`src/rtl/runway_pattern_decoder.sv`:
```
// Recovers the wind-direction mode (w1,w0) from the runway-light pattern bus.
// Modes are confirmed over CONFIRM consistent transitions; illegal samples are counted.
module runway_pattern_decoder #(
  parameter int unsigned CONFIRM = 3,
  parameter int unsigned ERRW    = 8
) (
  input  logic            clk,
  input  logic            reset,
  input  logic            tick,
  input  logic [2:0]      lights,
  output logic            w1,
  output logic            w0,
  output logic            valid,
  output logic            err,
  output logic [ERRW-1:0] err_count
);

  typedef enum logic [1:0] {
    S_EMPTY  = 2'd0,
    S_TRACK  = 2'd1,
    S_LOCKED = 2'd2
  } state_e;

  localparam logic [3:0]      CONFIRM_C = 4'(CONFIRM);
  localparam logic [ERRW-1:0] ERR_MAX   = '1;
  localparam logic [ERRW-1:0] ERR_ONE   = {{(ERRW-1){1'b0}}, 1'b1};

  state_e            state_q, state_d;
  logic [2:0]        prev_q, prev_d;
  logic [1:0]        cand_q, cand_d;
  logic [3:0]        cnt_q, cnt_d;
  logic [1:0]        mode_q, mode_d;
  logic              valid_q, valid_d;
  logic              err_q, err_d;
  logic [ERRW-1:0]   err_count_q, err_count_d;

  logic [2:0]        cls;
  logic [3:0]        cnt_next;
  logic              bad;

  function automatic logic is_legal(input logic [2:0] p);
    case (p)
      3'b100, 3'b010, 3'b001, 3'b101: is_legal = 1'b1;
      default:                        is_legal = 1'b0;
    endcase
  endfunction

  // Returns {bad, class}; class 00 = calm, 01 = right-to-left, 10 = left-to-right.
  function automatic logic [2:0] classify(input logic [2:0] p, input logic [2:0] c);
    case ({p, c})
      6'b101_010, 6'b010_101:             classify = 3'b0_00;
      6'b100_010, 6'b010_001, 6'b001_100: classify = 3'b0_01;
      6'b001_010, 6'b010_100, 6'b100_001: classify = 3'b0_10;
      default:                            classify = 3'b1_00;
    endcase
  endfunction

  // tick is a single-cycle qualifier: lights is consumed only in a cycle with tick=1,
  // one pattern per cycle, no backpressure.
  always_comb begin
    state_d     = state_q;
    prev_d      = prev_q;
    cand_d      = cand_q;
    cnt_d       = cnt_q;
    mode_d      = mode_q;
    valid_d     = valid_q;
    err_d       = 1'b0;
    err_count_d = err_count_q;
    cls         = classify(prev_q, lights);
    cnt_next    = cnt_q;
    bad         = 1'b0;

    if (tick) begin
      if (!is_legal(lights)) begin
        bad     = 1'b1;
        state_d = S_EMPTY;
      end else if (state_q == S_EMPTY) begin
        prev_d  = lights;
        state_d = S_TRACK;
      end else if (cls[2]) begin
        bad     = 1'b1;
        prev_d  = lights;
        state_d = S_TRACK;
      end else begin
        prev_d = lights;
        if (cls[1:0] == cand_q) begin
          cnt_next = (cnt_q >= CONFIRM_C) ? CONFIRM_C : 4'(cnt_q + 4'd1);
        end else begin
          cand_d   = cls[1:0];
          cnt_next = 4'd1;
        end
        cnt_d = cnt_next;
        // Outputs only move once the candidate itself is confirmed (hysteresis).
        if (cnt_next == CONFIRM_C) begin
          mode_d  = cls[1:0];
          valid_d = 1'b1;
          state_d = S_LOCKED;
        end
      end

      if (bad) begin
        err_d   = 1'b1;
        valid_d = 1'b0;
        cnt_d   = 4'd0;
        if (err_count_q != ERR_MAX) err_count_d = err_count_q + ERR_ONE;
      end
    end
  end

  always_ff @(posedge clk) begin
    if (reset) begin
      state_q     <= S_EMPTY;
      prev_q      <= 3'b000;
      cand_q      <= 2'b00;
      cnt_q       <= 4'd0;
      mode_q      <= 2'b00;
      valid_q     <= 1'b0;
      err_q       <= 1'b0;
      err_count_q <= '0;
    end else begin
      state_q     <= state_d;
      prev_q      <= prev_d;
      cand_q      <= cand_d;
      cnt_q       <= cnt_d;
      mode_q      <= mode_d;
      valid_q     <= valid_d;
      err_q       <= err_d;
      err_count_q <= err_count_d;
    end
  end

  assign w1        = mode_q[1];
  assign w0        = mode_q[0];
  assign valid     = valid_q;
  assign err       = err_q;
  assign err_count = err_count_q;

endmodule

```
`config.mk`:
```
export PLATFORM = sky130hd
export DESIGN_NAME = runway_pattern_decoder
export DESIGN_NICKNAME = d
export VERILOG_FILES = /design/src/rtl/runway_pattern_decoder.sv
export SDC_FILE = /design/constraint.sdc
export NUM_CORES = 1
export LEC_CHECK = 0
export ABC_AREA = 0
export BUFFER_PORTS_ARGS = -buffer_cell sky130_fd_sc_hd__buf_2
export CAP_MARGIN = 0
export CORE_MARGIN = 2
export CORE_UTILIZATION = 50
export CTS_CLUSTER_DIAMETER = 40
export DETAILED_ROUTE_END_ITERATION = 6
export PLACE_DENSITY = 0.7
export SLEW_MARGIN = 20
export SYNTH_ARGS = -nofsm -noshare
export SYNTH_HDL_FRONTEND = slang
export SYNTH_SLANG_ARGS = --single-unit
```
`constraint.sdc`:
```
create_clock -name clk -period 2.7 [get_ports clk]
set_clock_uncertainty 0.2 [all_clocks]
set_input_delay 0.405 -clock clk [delete_from_list [all_inputs] [get_ports clk]]
set_output_delay 0.405 -clock clk [all_outputs]
set_load 0.01 [all_outputs]
```
==> results of run 1 <==
==> state kept, by name, summed over array words and instances (netlist names) <==
name / count
cnt_q: 4
cand_q: 2
mode_q: 2
state_q: 2
valid: 1
prev_q: 3
err_count: 8
err: 1
==> where the power goes <==
| part | total (mW) | switching (mW) | internal (mW) |
|---|---|---|---|
| Sequential | 0.358 | 0.0118 | 0.346 |
| Combinational | 0.0837 | 0.0497 | 0.0340 |
| Clock | 0.160 | 0.105 | 0.0553 |
==> per-layer routing <==
metal / GRT usage / up-vias
met3: 0.0286 / 2
met2: 0.305 / 12
met1: 0.263 / 591
li1: - / 640
met4: 0.0422 / 0
met5: 0 / -
==> cell families (layout without fill, tap and decap cells) <==
logic type | after synthesis | in the layout | synth area share
simple gates | 85 | 85 | 0.352
fa+ha+maj | 2 | 2 | 0.0166
buf+inv | 13 | 25 | 0.0473
flops | 23 | 23 | 0.306
mux | 9 | 9 | 0.0756
xor+xnor | 1 | 1 | 0.00582
compound gates | 36 | 36 | 0.197
==> worst max-delay path: cells and delay by family, from the launching register on <==
kind,cells,cell delay [ns]
multiplexers,1,0.33
flip-flops,1,0.56
AO/OA/AOI/OAI,2,0.39
AND/OR/NAND/NOR,2,0.77
==> per-stage QoR <==
stage               hold slack (ns)  total power, mW   util
floorplan                     0.231            0.431      -
global placement              0.244            0.445  0.562
detailed placement            0.256            0.449  0.562
CTS                           0.201            0.607  0.572
global route                  0.225            0.631  0.572
finish                        0.223            0.602  0.572
==> cells in the mapped netlist, types with 3 or more instances <==
| library cell | number |
|---|---|
| clkbuf_1 | 4 |
| nor4bb_1 | 3 |
| nand2_1 | 12 |
| a21oi_1 | 10 |
| and2_1 | 4 |
| nand2b_1 | 5 |
| mux2_4 | 4 |
| nor2_1 | 16 |
| nand3b_1 | 3 |
| dfxtp_1 | 23 |
| o21ai_0 | 4 |
| buf_2 | 3 |
| nand3_1 | 6 |
| nor2b_1 | 9 |
| o21ai_1 | 3 |
| nor3b_1 | 3 |
| nor3_1 | 3 |
| and3_1 | 6 |
| inv_1 | 3 |
| mux2_1 | 3 |
==> cell type report <==
cell class	instances	area [sq um]
clock inverter	1	5.00
sequential	23	460
fill	266	1200
clock buffer	3	22.5
inverter	3	11.3
multi-input combinational	133	975
tap	31	38.8
timing repair buffer	18	92.6
==> worst paths after layout <==
kind	from	to	slack (ns)	cells after the start
setup / recovery	prev_q[1]$_SDFFE_PP0P_	mode_q[0]$_SDFFE_PP0P_	0.36	5
hold / removal	tick	state_q[1]$_SDFFE_PP0P_	0.22	2
setup reg to reg	prev_q[1]$_SDFFE_PP0P_	mode_q[0]$_SDFFE_PP0P_	0.36	5
hold reg to reg	valid$_SDFFE_PP0P_	valid$_SDFFE_PP0P_	0.27	2
==> results.py, run 1 <==
metrics = {
    "status": {
        "run_status": "finished clean",
    },
    "setup_path": {
        "slowest_stage": "dfxtp_1",
        "cp_slowest_stage_delay_ns": 0.56,
        "worstPathArrival_ns": 2.35,
        "path_class": "reg2reg",
        "crit_required_ns": 2.71,
        "critPathCaptureType": "flip-flop",
        "crit_chain": "or4b_4, o22ai_4, o21ai_2, nand4b_4, mux2_4",
        "crit_fanout": 10,
        "cp-start-kind": "flip-flop",
    },
    "clock_tree": {
        "ctsHtreeMaxLevel": 1,
        "cts.path.max_buffers": 2,
        "cts.sinks": 23,
        "cts_tree": "yes",
        "cts-root-buf": "clkbuf_4",
        "cts.clk_slew.worst_paths_ns": 0.13,
        "worstSkewPairLatency_ns": 0.31,
        "cts.repair.resized": 0,
        "numCtsBuffers": 3,
        "ctsHoldBuffers": 0,
        "postCtsSetupBuffers": 0,
    },
    "routing": {
        "drt_iter0_markers": 34,
        "ant_nets": 0,
        "top_layer_used": "met4",
        "viasPerCell": 5.87,
        "vias": 1245,
        "wl_met3_um": 64,
        "wl_met2_mm": 1.41,
        "route.detailed.drc": 0,
        "dr.pass1.iters": 4,
        "wl_per_cell_um": 13.9,
        "wl_met1_mm": 1.47,
        "drt-total-wl_mm": 2.95,
    },
    "final_layout": {
        "syn2layout_area_growth_pct": 6.56,
        "nets": 190,
        "diodes": 0,
        "mostFrequentLayoutCell": "dfxtp_1",
        "drive_above_1_share": 0.210,
        "layout.cells.non_filler": 212,
        "final_cell_mix": "dfxtp_1, buf_2, nor2_1, nand2_1, a21oi_1",
        "design_area_sq_um": 1610,
    },
    "yosys": {
        "synth_cell_types": 53,
        "syn_inst": 169,
        "ys.flop_type": "dfxtp_1",
        "yosysTopAreaCellShare": 0.306,
        "synthArstFlopShare": 0,
        "synth_edf_count": 0,
        "yosys-top-cells-area": "dfxtp_1, mux2_4, nor2_1, nor2b_1, a21oi_1",
        "yosysTopAreaCell": "dfxtp_1",
        "synth_nets": 177,
        "synth_area_sq_um": 1510,
        "seq_area_frac_synth": 0.306,
        "synth-seq-cells": 23,
        "syn_area_per_cell_sq_um": 8.91,
        "ys_warn_count": 0,
    },
    "die": {
        "rows": 19,
        "start_util": 0.537,
        "core_sq_um": 2810,
        "pin_count": 18,
        "die_w_um": 58.9,
        "die_area_sq_um": 3470,
        "die_y_um": 58.9,
    },
    "global_route": {
        "grt_antenna_before_repair": 0,
        "gr-total-overflow": 0,
        "grt_pass1_vias": 1155,
        "grt_usage": 0.188,
        "grt_pass1_wl_mm": 5.18,
        "grt_max_degree": 32,
    },
    "flow_run": {
        "maxCapViolCount": 0,
    },
    "placed_design": {
        "port_buffers": 17,
        "gp_congestion": 0.815,
        "dp_slack_ns": 0.237,
        "placed_cells": 208,
        "place_hpwl_mm": 2.20,
        "place_area_sq_um": 1580,
    },
    "pwr": {
        "p_per_area_nw_per_um2": 375,
        "ir_worst_vdd_uv": 305,
        "p_leak_nw": 0.671,
    },
    "timing": {
        "setup_viol": 0,
        "layout_min_cycle_time_ns": 2.34,
        "finalCritPeriodShare": 0.866,
        "finalHoldViolations": 0,
        "fin_tns_setup_ns": 0,
        "maxSlewHeadroom": 0.612,
        "worst_pin_slew_ns": 0.577,
        "max_clock_freq_mhz": 428,
        "drv_slew": 0,
        "rsz0062_at_grt": "no",
        "post-route-worst-setup-slack_ns": 0.362,
    },
    "hold_path": {
        "min-delay-path-class": "in2reg",
    },
}
Power figures use the tool's default switching activity.
==> run 2, diff against run 1 <==
--- a/config.mk
+++ b/config.mk
@@ -13,6 +13,7 @@
 export CTS_CLUSTER_DIAMETER = 40
 export DETAILED_ROUTE_END_ITERATION = 6
 export PLACE_DENSITY = 0.7
+export RECOVER_POWER = 100
 export SLEW_MARGIN = 20
 export SYNTH_ARGS = -nofsm -noshare
 export SYNTH_HDL_FRONTEND = slang
==> results.py, run 2 (synthesis results as in run 1) <==
metrics = {
    "die": {
        "pin_count": 18,
        "die_y_um": 58.9,
        "rows": 19,
        "start_util": 0.537,
        "die_area_sq_um": 3470,
        "die_w_um": 58.9,
        "core_sq_um": 2810,
    },
    "timing": {
        "finalCritPeriodShare": 0.869,
        "drv_slew": 0,
        "whs_ns": 0.221,
        "setup_viol": 0,
        "rsz0062_at_grt": "no",
        "layout_min_cycle_time_ns": 2.35,
        "finalHoldViolations": 0,
        "maxSlewHeadroom": 0.611,
        "worst_pin_slew_ns": 0.578,
        "fin_tns_setup_ns": 0,
        "max_clock_freq_mhz": 426,
    },
    "clock_tree": {
        "numCtsBuffers": 3,
        "ctsHtreeMaxLevel": 1,
        "postCtsSetupBuffers": 0,
        "worstSkewPairLatency_ns": 0.31,
        "cts-root-buf": "clkbuf_4",
        "cts.sinks": 23,
        "ctsHoldBuffers": 0,
        "cts_tree": "yes",
        "cts.clk_slew.worst_paths_ns": 0.13,
        "cts.repair.resized": 0,
        "cts.path.max_buffers": 2,
    },
    "routing": {
        "vias": 1242,
        "drt-total-wl_mm": 2.94,
        "route.detailed.drc": 0,
        "viasPerCell": 5.86,
        "drt_iter0_markers": 44,
        "ant_nets": 0,
        "dr.pass1.iters": 4,
        "wl_per_cell_um": 13.9,
    },
    "flow_run": {
        "maxCapViolCount": 0,
    },
    "setup_path": {
        "worst-path-buf-inv": 0,
        "crit_required_ns": 2.71,
        "cp_slowest_stage_delay_ns": 0.53,
        "critPathCaptureType": "flip-flop",
        "path_class": "reg2reg",
        "cp-start-kind": "flip-flop",
        "worstPathArrival_ns": 2.36,
        "crit_fanout": 10,
        "crit_family": "simple AND/OR/NAND/NOR gates",
        "crit_chain": "or4b_1, o22ai_4, o21ai_2, nand4b_4, mux2_1",
        "slowest_stage": "dfxtp_1",
    },
    "final_layout": {
        "nets": 190,
        "diodes": 0,
        "largest_reg_flops": 8,
        "final_cell_mix": "dfxtp_1, nor2_1, clkbuf_1, nand2_1, a21oi_1",
        "syn2layout_area_growth_pct": 3.16,
        "mostFrequentLayoutCell": "dfxtp_1",
        "drive_above_1_share": 0.105,
    },
    "status": {
        "run_status": "finished clean",
    },
    "pwr": {
        "p_per_area_nw_per_um2": 385,
        "ir_worst_vdd_uv": 305,
        "p_leak_nw": 0.604,
    },
    "global_route": {
        "gr-total-overflow": 0,
        "grt_max_degree": 32,
        "grt_pass1_vias": 1155,
        "grt_pass1_wl_mm": 5.18,
        "grt_usage": 0.188,
        "grt_antenna_before_repair": 0,
    },
    "placed_design": {
        "gp_congestion": 0.815,
        "place_hpwl_mm": 2.20,
        "port_buffers": 17,
    },
    "hold_path": {
        "min-delay-path-class": "in2reg",
    },
}
==> run 2: changes by cell type in the layout (fill, tap and decap cells not counted), sizes merged <==
cell,before,now
buf,18,4
clkbuf,3,17
==> run 2: per-layer routing <==
layer  routed length [um]  share of wire  vias up  GRT usage
li1                     -              -      643          -
met4                   13         0.0044        0     0.0422
met3                   70          0.024        2     0.0286
met5                    0              0        -          0
met1                 1500           0.51      584      0.263
met2                 1360           0.46       13      0.305
==> run 2: path summary, 6_finish.rpt <==
check                                       startpoint                      end  slack (ns)  cells past startpoint
worst min register to register      valid$_SDFFE_PP0P_       valid$_SDFFE_PP0P_        0.28                      2
worst max-delay path            prev_q[1]$_SDFFE_PP0P_   mode_q[0]$_SDFFE_PP0P_        0.35                      5
worst min-delay path                              tick  state_q[1]$_SDFFE_PP0P_        0.22                      2
worst max register to register  prev_q[1]$_SDFFE_PP0P_   mode_q[0]$_SDFFE_PP0P_        0.35                      5
==> run 2: area by class of cell <==
type	instances	area, sq um
Clock buffer	3	22.5
Tap cell	31	38.8
Timing Repair Buffer	18	72.6
Fill cell	280	1250
Sequential cell	23	460
Inverter	3	11.3
Multi-Input combinational cell	133	943
Clock inverter	1	5.00
==> run 2: metrics by stage <==
| stage | total power, mW | worst slack [ns] | cells | instance area [sq um] | util |
|---|---|---|---|---|---|
| after floorplan | 0.431 | 0.578 | 169 | 1510 | - |
| after global placement | 0.445 | 0.325 | 208 | 1580 | 0.562 |
| after detailed placement | 0.449 | 0.237 | 208 | 1580 | 0.562 |
| after CTS | 0.607 | 0.349 | 212 | 1610 | 0.572 |
| after global routing | 0.627 | 0.196 | 212 | 1550 | 0.554 |
| final | 0.599 | 0.353 | 212 | 1550 | 0.554 |
==> run 2: power by group <==
part / switching (mW) / internal (mW) / total [mW]
clock network: 0.106 / 0.0553 / 0.161
logic: 0.0487 / 0.0309 / 0.0796
registers: 0.0117 / 0.346 / 0.358
==> run 3, diff against run 2 <==
--- a/config.mk
+++ b/config.mk
@@ -8,6 +8,7 @@
 export ABC_AREA = 0
 export BUFFER_PORTS_ARGS = -buffer_cell sky130_fd_sc_hd__buf_2
 export CAP_MARGIN = 0
+export CORE_ASPECT_RATIO = 1.75
 export CORE_MARGIN = 2
 export CORE_UTILIZATION = 50
 export CTS_CLUSTER_DIAMETER = 40
==> results.py, run 3 (synthesis results as in run 1) <==
metrics = {
    "status": {
        "run_status": "finished clean",
    },
    "final_layout": {
        "multiInputGateArea_sq_um": 956,
        "largest_reg_flops": 8,
        "seqCellArea_sq_um": 460,
        "nets": 189,
        "final_cell_mix": "dfxtp_1, nor2_1, clkbuf_1, nand2_1, a21oi_1",
        "drive_above_1_share": 0.111,
        "syn2layout_area_growth_pct": 4.73,
        "diodes": 0,
        "mostFrequentLayoutCell": "dfxtp_1",
        "fill_cells": 286,
    },
    "timing": {
        "drv_slew": 0,
        "layout_min_cycle_time_ns": 2.38,
        "setup_viol": 0,
        "worst_pin_slew_ns": 0.612,
        "max_clock_freq_mhz": 420,
        "finalHoldViolations": 0,
        "fin_tns_setup_ns": 0,
        "rsz0062_at_grt": "no",
        "finalCritPeriodShare": 0.882,
        "maxSlewHeadroom": 0.588,
    },
    "hold_path": {
        "min-delay-path-class": "in2reg",
    },
    "global_route": {
        "grt_pass1_vias": 1207,
        "grt_max_degree": 32,
        "grt_usage": 0.201,
        "grt_antenna_before_repair": 0,
        "gr-total-overflow": 0,
        "grt_pass1_wl_mm": 5.38,
    },
    "routing": {
        "drt-total-wl_mm": 3.10,
        "viasPerCell": 5.95,
        "vias": 1238,
        "drt_iter0_markers": 14,
        "wl_met3_um": 68,
        "ant_nets": 0,
        "wl_per_cell_um": 14.9,
        "route.detailed.drc": 0,
        "wl_met2_mm": 1.68,
        "dr.pass1.iters": 4,
        "wl_met1_mm": 1.29,
        "top_layer_used": "met4",
    },
    "die": {
        "die_y_um": 76.6,
        "pin_count": 18,
        "die_area_sq_um": 3480,
        "core_sq_um": 2900,
        "rows": 26,
        "start_util": 0.520,
        "die_w_um": 45.5,
    },
    "placed_design": {
        "gp_congestion": 0.803,
        "place_hpwl_mm": 2.33,
        "port_buffers": 17,
    },
    "pwr": {
        "ir_worst_vdd_uv": 306,
        "power.total_mw": 0.659,
        "p_per_area_nw_per_um2": 417,
        "p_leak_nw": 0.611,
    },
    "setup_path": {
        "crit_family": "simple AND/OR/NAND/NOR gates",
        "worstPathArrival_ns": 2.34,
        "crit_fanout": 13,
        "cp_slowest_stage_delay_ns": 0.57,
        "crit_required_ns": 2.66,
        "cp-start-kind": "input pin",
        "path_class": "in2reg",
        "crit_chain": "clkbuf_1, nor4bb_1, o21ai_0, o211ai_2, nand4b_4, mux2_1",
        "critPathCaptureType": "flip-flop",
        "worst-path-buf-inv": 1,
        "slowest_stage": "nor4bb_1",
    },
    "clock_tree": {
        "ctsHoldBuffers": 0,
        "worstSkewPairLatency_ns": 0.27,
        "postCtsSetupBuffers": 0,
        "ctsHtreeMaxLevel": 1,
        "cts-root-buf": "clkbuf_8",
        "cts.sinks": 23,
        "cts.clk_slew.worst_paths_ns": 0.09,
        "numCtsBuffers": 3,
        "cts_tree": "yes",
        "cts.path.max_buffers": 2,
        "cts.repair.resized": 0,
    },
    "flow_run": {
        "maxCapViolCount": 0,
    },
}
==> run 3: path summary, 6_finish.rpt <==
path | startpoint | to | slack [ns] | cells after the start
worst max-delay path | lights[2] | mode_q[1]$_SDFFE_PP0P_ | 0.32 | 6
worst min-delay path | tick | state_q[1]$_SDFFE_PP0P_ | 0.25 | 2
worst min register to register | cnt_q[3]$_SDFFE_PP0P_ | cnt_q[3]$_SDFFE_PP0P_ | 0.27 | 1
worst max register to register | prev_q[0]$_SDFFE_PP0P_ | err_count[7]$_SDFFE_PP0P_ | 0.34 | 5
==> run 3: stage by stage <==
step                       util  hold WS (ns)  instances  instance area [sq um]  worst slack, ns
final                     0.545         0.255        208                   1580            0.319
after global placement    0.541         0.246        204                   1570            0.249
after detailed placement  0.541         0.251        204                   1570            0.182
after global routing      0.545         0.267        208                   1580            0.106
after floorplan               -         0.231        169                   1510            0.578
after CTS                 0.557         0.259        208                   1610            0.329
==> run 3: routing by layer <==
layer | vias up | global-route usage
li1 | 639 | -
met1 | 572 | 0.223
met2 | 21 | 0.355
met3 | 6 | 0.0237
met4 | 0 | 0.0882
met5 | - | 0
==> run 3: area by class of cell <==
class,instances,area share
Inverter,3,0.00714
Sequential cell,23,0.292
Clock buffer,3,0.0262
Timing Repair Buffer,17,0.0436
Clock inverter,1,0.00317
Tap cell,28,0.0222
Multi-Input combinational cell,133,0.606
==> run 3: report_power, final <==
| group | switching [mW] | internal [mW] |
|---|---|---|
| clock network | 0.117 | 0.103 |
| registers | 0.0122 | 0.346 |
| logic | 0.0497 | 0.0309 |
| total | 0.179 | 0.480 |
